### config.mk
export PLATFORM = sky130hd
export DESIGN_NAME = cu_multicycle
export DESIGN_NICKNAME = d
export VERILOG_FILES = /design/src/rtl/cu_multicycle.sv
export SDC_FILE = /design/constraint.sdc
export NUM_CORES = 1
export LEC_CHECK = 0
export CAP_MARGIN = 20
export CORE_ASPECT_RATIO = 2
export CORE_UTILIZATION = 30
export CTS_BUF_LIST = sky130_fd_sc_hd__clkbuf_4
export DETAILED_ROUTE_END_ITERATION = 16
export GPL_ROUTABILITY_DRIVEN = 0
export PLACE_DENSITY = 0.58
export SLEW_MARGIN = 20
export SYNTH_ARGS = -nofsm -noshare
export SYNTH_HDL_FRONTEND = slang
export SYNTH_SLANG_ARGS = --single-unit
### constraint.sdc
create_clock -name CLK -period 7.05 [get_ports CLK]
set_input_delay 2.115 -clock CLK [delete_from_list [all_inputs] [get_ports CLK]]
set_output_delay 2.115 -clock CLK [all_outputs]
set_load 0.1 [all_outputs]
### src/rtl/cu_multicycle.sv
// cu_multicycle: multi-cycle control unit for the MiniALU datapath.
// One instruction at a time over valid/ready. Single-cycle ALU ops retire one
// cycle after accept. MUL runs a DATA_W-step shift-add loop.
module cu_multicycle #(
  parameter int DATA_W   = 32,
  parameter int NUM_REGS = 4,
  parameter int ADDR_W   = $clog2(NUM_REGS),
  parameter int INSTR_W  = 3 + 3*ADDR_W + DATA_W
) (
  input  logic                         CLK,
  input  logic                         RESET_N,
  input  logic [INSTR_W-1:0]           INSTRUCTION,
  input  logic                         INSTR_VALID,
  output logic                         INSTR_READY,
  output logic                         DONE,
  output logic                         FLAG_ZERO,
  output logic                         FLAG_CARRY,
  output logic [NUM_REGS*DATA_W-1:0]   REGISTER_OUTPUT_DATA_BUS
);

  localparam int CNT_W = $clog2(DATA_W + 1);

  localparam logic [2:0] OP_NOP   = 3'b000;
  localparam logic [2:0] OP_LOADI = 3'b001;
  localparam logic [2:0] OP_ADD   = 3'b010;
  localparam logic [2:0] OP_SUB   = 3'b011;
  localparam logic [2:0] OP_MUL   = 3'b100;
  localparam logic [2:0] OP_AND   = 3'b101;
  localparam logic [2:0] OP_OR    = 3'b110;
  localparam logic [2:0] OP_XOR   = 3'b111;

  typedef enum logic [1:0] {S_IDLE, S_EXEC, S_MUL} state_t;

  state_t r_state;
  state_t w_state_next;

  // Instruction fields, MSB first: opcode, dst, src1, src2, imm
  logic [2:0]        w_op;
  logic [ADDR_W-1:0] w_dst;
  logic [ADDR_W-1:0] w_src1;
  logic [ADDR_W-1:0] w_src2;
  logic [DATA_W-1:0] w_imm;

  assign w_op   = INSTRUCTION[INSTR_W-1 -: 3];
  assign w_dst  = INSTRUCTION[DATA_W+3*ADDR_W-1 -: ADDR_W];
  assign w_src1 = INSTRUCTION[DATA_W+2*ADDR_W-1 -: ADDR_W];
  assign w_src2 = INSTRUCTION[DATA_W+ADDR_W-1 -: ADDR_W];
  assign w_imm  = INSTRUCTION[DATA_W-1:0];

  logic [DATA_W-1:0]   r_regs [NUM_REGS];
  logic [2:0]          r_op;
  logic [ADDR_W-1:0]   r_dst;
  logic [DATA_W-1:0]   r_a;
  logic [DATA_W-1:0]   r_b;
  logic [DATA_W-1:0]   r_imm;
  logic [2*DATA_W-1:0] r_acc;
  logic [2*DATA_W-1:0] r_mcand;
  logic [DATA_W-1:0]   r_mplier;
  logic [CNT_W-1:0]    r_cnt;
  logic                r_done;
  logic                r_zero;
  logic                r_carry;

  logic                w_accept;
  logic                w_wb;
  logic                w_retire;
  logic [DATA_W:0]     w_sum;
  logic [2*DATA_W-1:0] w_acc_step;
  logic [DATA_W-1:0]   w_result;
  logic                w_carry;

  // State register; reset returns to IDLE and aborts any instruction in flight
  always_ff @(posedge CLK) begin
    if (!RESET_N) r_state <= S_IDLE;
    else          r_state <= w_state_next;
  end

  // Next-state, accept, writeback and retire decisions
  always_comb begin
    w_state_next = r_state;
    w_accept     = 1'b0;
    w_wb         = 1'b0;
    w_retire     = 1'b0;
    INSTR_READY  = 1'b0;
    case (r_state)
      S_IDLE: begin
        INSTR_READY = 1'b1;
        if (INSTR_VALID) begin
          w_accept     = 1'b1;
          w_state_next = (w_op == OP_MUL) ? S_MUL : S_EXEC;
        end
      end
      S_EXEC: begin
        w_state_next = S_IDLE;
        w_retire     = 1'b1;
        w_wb         = (r_op != OP_NOP);
      end
      S_MUL: begin
        // The step taken while the counter reads 1 is the last one
        if (r_cnt <= CNT_W'(1)) begin
          w_state_next = S_IDLE;
          w_retire     = 1'b1;
          w_wb         = 1'b1;
        end
      end
      default: w_state_next = S_IDLE;
    endcase
  end

  // Result and carry for the op being retired (MUL uses the final step's sum)
  always_comb begin
    w_sum      = {1'b0, r_a} + {1'b0, r_b};
    w_acc_step = r_acc + (r_mplier[0] ? r_mcand : '0);
    w_result   = '0;
    w_carry    = 1'b0;
    case (r_op)
      OP_LOADI: w_result = r_imm;
      OP_ADD: begin
        w_result = w_sum[DATA_W-1:0];
        w_carry  = w_sum[DATA_W];
      end
      OP_SUB: begin
        w_result = r_a - r_b;
        w_carry  = (r_a < r_b);
      end
      OP_MUL: begin
        w_result = w_acc_step[DATA_W-1:0];
        w_carry  = |w_acc_step[2*DATA_W-1:DATA_W];
      end
      OP_AND:  w_result = r_a & r_b;
      OP_OR:   w_result = r_a | r_b;
      OP_XOR:  w_result = r_a ^ r_b;
      default: w_result = '0;
    endcase
  end

  // Operand latch, multiply iteration, register-file writeback and flags
  always_ff @(posedge CLK) begin
    if (!RESET_N) begin
      for (int i = 0; i < NUM_REGS; i++) r_regs[i] <= '0;
      r_op     <= OP_NOP;
      r_dst    <= '0;
      r_a      <= '0;
      r_b      <= '0;
      r_imm    <= '0;
      r_acc    <= '0;
      r_mcand  <= '0;
      r_mplier <= '0;
      r_cnt    <= '0;
      r_done   <= 1'b0;
      r_zero   <= 1'b0;
      r_carry  <= 1'b0;
    end else begin
      r_done <= w_retire;
      if (w_accept) begin
        // Source values are captured here, so dst==src uses the old contents
        r_op     <= w_op;
        r_dst    <= w_dst;
        r_a      <= r_regs[w_src1];
        r_b      <= r_regs[w_src2];
        r_imm    <= w_imm;
        r_acc    <= '0;
        r_mcand  <= {{DATA_W{1'b0}}, r_regs[w_src1]};
        r_mplier <= r_regs[w_src2];
        r_cnt    <= (w_op == OP_MUL) ? CNT_W'(DATA_W) : '0;
      end
      if (r_state == S_MUL) begin
        r_acc    <= w_acc_step;
        r_mcand  <= r_mcand << 1;
        r_mplier <= r_mplier >> 1;
        r_cnt    <= r_cnt - CNT_W'(1);
      end
      if (w_wb) begin
        r_regs[r_dst] <= w_result;
        r_zero        <= (w_result == '0);
        r_carry       <= w_carry;
      end
    end
  end

  assign DONE       = r_done;
  assign FLAG_ZERO  = r_zero;
  assign FLAG_CARRY = r_carry;

  // Flatten the register file: register gi occupies bits [gi*DATA_W +: DATA_W]
  generate
    for (genvar gi = 0; gi < NUM_REGS; gi++) begin : g_bus
      assign REGISTER_OUTPUT_DATA_BUS[gi*DATA_W +: DATA_W] = r_regs[gi];
    end
  endgenerate

endmodule

==> impl_metrics.yaml <==
yosys:
  yosysSeqAreaShare: 0.3353
  synth_compound_area_frac: 0.2343
  yosysTopAreaCellShare: 0.1965
  syn_avg_cell_area_um2: 8.386
  syn_inst: 3304
  ys_seq_elements: 400
  synth_area_leader_cell: "dfxtp_1"
  synth_edf_count: 128
  synth_area_leaders: "dfxtp_1, edfxtp_1, ha_1"
  synth_nets: 3515
  yosys.area_share.simple: 0.2165
  synthesis.area_um2: 27710
  synth_commonest_cells: "a21oi_1, nand2_1, nor2_1, dfxtp_1, o21ai_0"
  ys_types: 106
  muxShareOfSynthArea: 0.06566
  yosysMostFrequentCell: "a21oi_1"
  synth_top_family_by_area: "compound AO/OA/AOI/OAI gates"
  yosys_warnings: 0
  async_flop_share: 0
  synthFlopType: "dfxtp_1"
  yosys.area_share.xor_xnor: 0.01992
  synthAdderAreaFrac: 0.07623
timing:
  worstMarginPinSlew_ps: 1252
  min_period_ps: 5330
  max_slew_margin: 0.1568
  fin_tns_setup_ps: 0
  slew_violations: 0
  rsz0062_at_grt: "false"
  setup_viol: 0
  fin_crit_sh: 0.7560
  hold_viol: 0
  max_freq_ghz: 0.1876
  holdWs_ps: 483.3
  finalClockSkew_ps: 100.3
global_route:
  antenna_found_initial: 3
  grt_pass1_vias: 26570
  gr-usage-all-layers: 0.2261
  grt_max_degree: 189
  grt_pass1_wl_um: 159500
  overflow: 0
worst_setup_path:
  worstPathCellList: "and2_1 > ha_1 > inv_1 > fa_1 > nor2b_1 > o31ai_1 > a211oi_1 > o21ai_1 > o31ai_2 > a21boi_1 > o31ai_1 > xor2_1 > nor4_1 > and4b_1 > a31oi_1 > a211o_1"
  critical_path.top_delay_family: "compound AO/OA/AOI/OAI gates"
  cpPeakStageDelay_ps: 710
  cp_max_fo: 17
  critPathRequiredTime_ps: 7830
  cp-start-kind: "flop"
  path_class: "flop to flop"
  cpMostUsedCell: "o31ai_1"
  path_buf_inv: 1
  critPathSlowestCell: "dfxtp_1"
  end_kind: "flop"
  crit_arrival_ps: 6110
finish:
  nets: 3590
  area_delta_synth_final_pct: 13.76
  drive_gt1_frac: 0.09803
  n_fill_cell: 9748
cts:
  post_cts_buffers: 0
  cts_sinks: 400
  clk_latency_ps: 950
  cts.clk_slew.worst_paths_ps: 80
  holdBufCountCts: 0
  cts_inserted_buffers: 92
  htreeDepth: 3
  cts-resized-gates: 0
  cts_tree: "yes"
  cts_root_buffer: "clkbuf_4"
  cts_buffer_depth: 3
placed_design:
  port_buffers: 175
  dp.final_hpwl_um: 79550
detailed_routing:
  antenna_left: 0
  drc: 0
  via_count: 26280
  drt-total-wl_um: 107400
  via_per_inst: 5.662
  drtIter0Drc: 1631
  wl_per_cell_um: 23.13
  dr.pass1.iters: 8
power_and_ir_drop:
  pwr-share-clk: 0.330
  swShare: 0.3451
  intPower_mw: 3.748
  p_switching_mw: 1.975
  sequentialPowerShare: 0.448
  max-vdd-ir-drop_mv: 0.1782
  p_leak_nw: 11.67
  combPwrFrac: 0.222
  power_density_nw_per_um2: 181.6
die:
  rows: 157
  fp.dieArea_um2: 93650
  design.core.area_um2: 91540
  fp.dieW_um: 216.9
  start_util: 0.3027
  die_h_um: 431.8
  ios: 176
flow_run:
  maxCapViolations: 0
status:
  status: "finished, final reports clean"
hold_path:
  hold_path.class: "flop to flop"
[through the flow]
step	instance area (um^2)	setup WS (ps)	instances	power (mW)	utilization
2_1_floorplan	27710	2552	3304	3.470	-
3_3_place_gp	30350	1963	4476	3.848	0.3316
3_5_place_dp	30360	1956	4476	3.857	0.3316
4_1_cts	31490	1915	4639	5.771	0.3440
5_1_grt	31520	1622	4642	5.963	0.3443
6_report	31520	1720	4642	5.724	0.3443
[worst reg2reg max path, delay by kind of cell, from the launching register on]
kind | cells | cell delay (ps)
flops | 1 | 710
buf+inv | 1 | 50
compound gates | 8 | 2480
fa+ha+maj | 2 | 550
simple gates | 4 | 1230
xor+xnor | 1 | 190
[path summary, 6_finish.rpt]
path / startpoint / to / slack (ps) / depth (start not counted)
worst min-delay path: r_imm[9] / r_imm[9] / 480 / 2
worst max register to register: r_mplier[0] / FLAG_CARRY / 1720 / 16
worst min register to register: r_imm[9] / r_imm[9] / 480 / 2
worst max-delay path: r_mplier[0] / FLAG_CARRY / 1720 / 16
[logic make-up after synthesis]
kind of cell / Yosys count
XOR/XNOR: 63
adder cells (fa/ha/maj): 167
multiplexers: 99
buffers and inverters: 367
AND/OR/NAND/NOR: 1185
AO/OA/AOI/OAI: 1023
flip-flops: 400
[layer usage]
layer | wire length, um | global-route usage
met1 | 37050 | 0.2216
met2 | 54140 | 0.4041
met3 | 6316 | 0.04473
met4 | 9874 | 0.1937
met5 | 0 | 0
[power by group through the flow]
| stage | Combinational (mW) | Sequential [mW] | Clock [mW] |
|---|---|---|---|
| 2_1_floorplan | 0.687 | 2.78 | 0 |
| 3_3_place_gp | 1.24 | 2.61 | 0 |
| 3_5_place_dp | 1.24 | 2.61 | 0 |
| 4_1_cts | 1.25 | 2.56 | 1.96 |
| 5_1_grt | 1.35 | 2.57 | 2.04 |
| 6_report | 1.27 | 2.56 | 1.89 |
[registers in the layout, summed over array words and instances, names as in the netlist, 2 cells and up]
register and cells:
r_a 32, r_acc 64, r_b 32, r_cnt 6, r_dst 2, r_imm 32, r_mcand 64, r_mplier 32
r_op 3, r_regs 128, r_state 2
[cells in the final DEF, fill, tap and decap left out, types with 125 or more instances in the layout]
cell type	count
a21oi_1	393
and2_1	188
clkbuf_4	135
clkdlybuf4s50_1	170
dfxtp_1	270
edfxtp_1	128
ha_1	163
inv_1	125
nand2_1	295
nor2_1	274
o21ai_0	203
[cell type report]
| class | instances | area, um^2 | area share |
|---|---|---|---|
| diodes | 2 | 5.005 | 0.0001588 |
| clock buffers | 135 | 1013 | 0.03215 |
| clock inverters | 28 | 123.9 | 0.003930 |
| inverters | 129 | 489.2 | 0.01552 |
| multi-input cells | 2537 | 17020 | 0.5399 |
| flip-flops and latches | 400 | 9291 | 0.2948 |
| well taps | 1192 | 1491 | 0.04732 |
| repair buffers | 219 | 2088 | 0.06625 |
Power figures use the tool's default switching activity.
==> variant: new RTL, same settings <==
Set the parameter `DATA_W` to 16 (it was 32).
--- a/src/rtl/cu_multicycle.sv
+++ b/src/rtl/cu_multicycle.sv
@@ -3,5 +3,5 @@
 // cycle after accept. MUL runs a DATA_W-step shift-add loop.
 module cu_multicycle #(
-  parameter int DATA_W   = 32,
+  parameter int DATA_W   = 16,
   parameter int NUM_REGS = 4,
   parameter int ADDR_W   = $clog2(NUM_REGS),
Interface: changed (resized INSTRUCTION and REGISTER_OUTPUT_DATA_BUS); port bits go from 176 to 96. The function was not compared with the original's and may differ.
==> variant against the unedited design <==
Core utilization up 0.63 points; sequential power fell by 48%; largest cell class unchanged; hold slack got worse by 0.016 ns; cell count decreased by 53%; sequential cell count decreased by 193; via count down 55%; final area fell by 52%; sequential share of layout area is 2.0 points higher; wire length is 60% lower; setup slack better by 0.68 ns; area after synthesis is 52% lower; power shrank 50%.
==> variant: results (changes against the unedited design) <==
[metrics] outcome: finished, final reports clean (unchanged)
[metrics] number of detailed-route iterations in the first pass: 7 (was 8)
[metrics] port bufs: 95 (was 175)
[metrics] timing startpoint of the critical path: r_state[0] (was r_mplier[0])
[metrics] wire length of the first global-routing pass: 65.7 mm (was 160 mm)
[metrics] Static Leakage: 0.00580 uW (was 0.0117 uW)
[metrics] routed wl met2: 24.2 mm (was 54.1 mm)
[metrics] number of levels the H-tree was split into: 2 (was 3)
[metrics] largest registers in the final layout: r_regs x64, r_acc x32, r_mcand x32 (was r_regs x128, r_acc x64, r_mcand x64)
[metrics] R2R setup slack: 2.52 ns (was 1.72 ns)
[metrics] DRC violation total after the first TritonRoute iteration: 783 (was 1631)
[metrics] clock insertion delay at the later pin of the skew report: 0.72 ns (was 0.95 ns)
[metrics] Syn Nets: 1652 (was 3515)
[metrics] kind of cell adding the most delay to the critical path: buffers and inverters (was compound AO/OA/AOI/OAI gates)
[metrics] top cell types by occurrence after synthesis: 184 x a21oi_1, 143 x dfxtp_1, 143 x nand2_1 (was 394 x a21oi_1, 296 x nand2_1, 276 x nor2_1)
[metrics] worst ir drop on vdd: 158 uV (was 178 uV)
[metrics] clk_skew: 0.0525 ns (was 0.100 ns)
[metrics] TritonCTS Buffers: 48 (was 92)
[metrics] Yosys cell types: 74 (was 106)
[metrics] top area cells in the synthesized netlist: dfxtp_1 22%, edfxtp_1 15%, ha_1 8.0%, a21oi_1 7.0%, mux4_2 6.0% (was dfxtp_1 20%, edfxtp_1 14%, ha_1 7.4%, a21oi_1 7.1%, mux4_2 5.4%)
[metrics] all-layer global routing usage: 0.192 (was 0.226)
[metrics] Reg2Reg Launch Point: r_a[1] (was r_mplier[0])
[metrics] critical path peak fanout: 4 (was 17)
[metrics] slew at the pin closest to its max-slew limit: 1.11 ns (was 1.25 ns)
[metrics] data arrival time at the worst-slack endpoint: 2.54 ns (was 6.11 ns)
[metrics] routed wire length per instance: 19.8 um (was 23.1 um)
[metrics] antenna violations before repair: 1 (was 3)
[metrics] metal1 wirelength: 14.4 mm (was 37.0 mm)
[metrics] endpoint of the worst hold path: r_imm[2] (was r_imm[9])
variant: metal layers:
metal	vias to the layer above	GRT usage
li1	5601	-
met1	5707	0.171
met2	346	0.382
met3	150	0.0217
met4	0	0.141
met5	-	0
variant: final cells by class:
cell class	count	area, um^2	area share
Inverter	71	267	0.0175
Tap cell	550	688	0.0453
Timing Repair Buffer	112	1080	0.0708
Clock inverter	12	56.3	0.00370
Clock buffer	72	541	0.0355
Sequential cell	207	4780	0.315
Antenna cell	1	2.50	0.000165
Multi-Input combinational cell	1159	7790	0.512
variant: worst register-to-register path, stage by stage (launching register included):
cell and delay (ns):
dfxtp_1 0.38, inv_1 0.13, ha_1 0.35, o21ba_1 0.21, o21bai_1 0.27, a21boi_1 0.20
o41ai_1 0.77, a41oi_1 0.35, mux2_2 0.35, nor4_1 0.93, and2_1 0.25, and4_1 0.19
o2bb2ai_1 0.10
variant: power by group:
| group | switching (uW) | internal, uW |
|---|---|---|
| sequential | 44.0 | 1270 |
| clock | 510 | 466 |
| combinational | 370 | 176 |
| total | 925 | 1910 |
variant: metrics by stage:
stage | std cells | hold slack, ns | cell area, um^2 | total power (uW) | utilization
floorplan | 1537 | 0.439 | 13200 | 1720 | -
global placement | 2099 | 0.456 | 14600 | 1880 | 0.337
detailed placement | 2099 | 0.462 | 14600 | 1890 | 0.337
CTS | 2183 | 0.473 | 15200 | 2870 | 0.350
global route | 2184 | 0.499 | 15200 | 2950 | 0.351
finish | 2184 | 0.467 | 15200 | 2840 | 0.351
variant: kinds of logic (layout without fill, tap and decap cells):
family	count (synthesis)	in the layout	synth area share
AO/OA/AOI/OAI	458	458	0.213
XOR/XNOR	32	32	0.0212
adder cells (fa/ha/maj)	87	87	0.0841
buffers and inverters	171	267	0.0487
flip-flops	207	207	0.362
multiplexers	48	48	0.0696
other	0	1	0
AND/OR/NAND/NOR	534	534	0.201
variant: worst max path at each step:
stage / slack (ns) / endpoint / cells after the start
after floorplan: 2.99 / r_mcand[10] / 6
after global placement: 2.49 / r_regs[2][10] / 5
after detailed placement: 2.41 / r_regs[2][12] / 5
after CTS: 2.33 / INSTR_READY / 3
after global routing: 2.33 / INSTR_READY / 3
final: 2.40 / INSTR_READY / 3
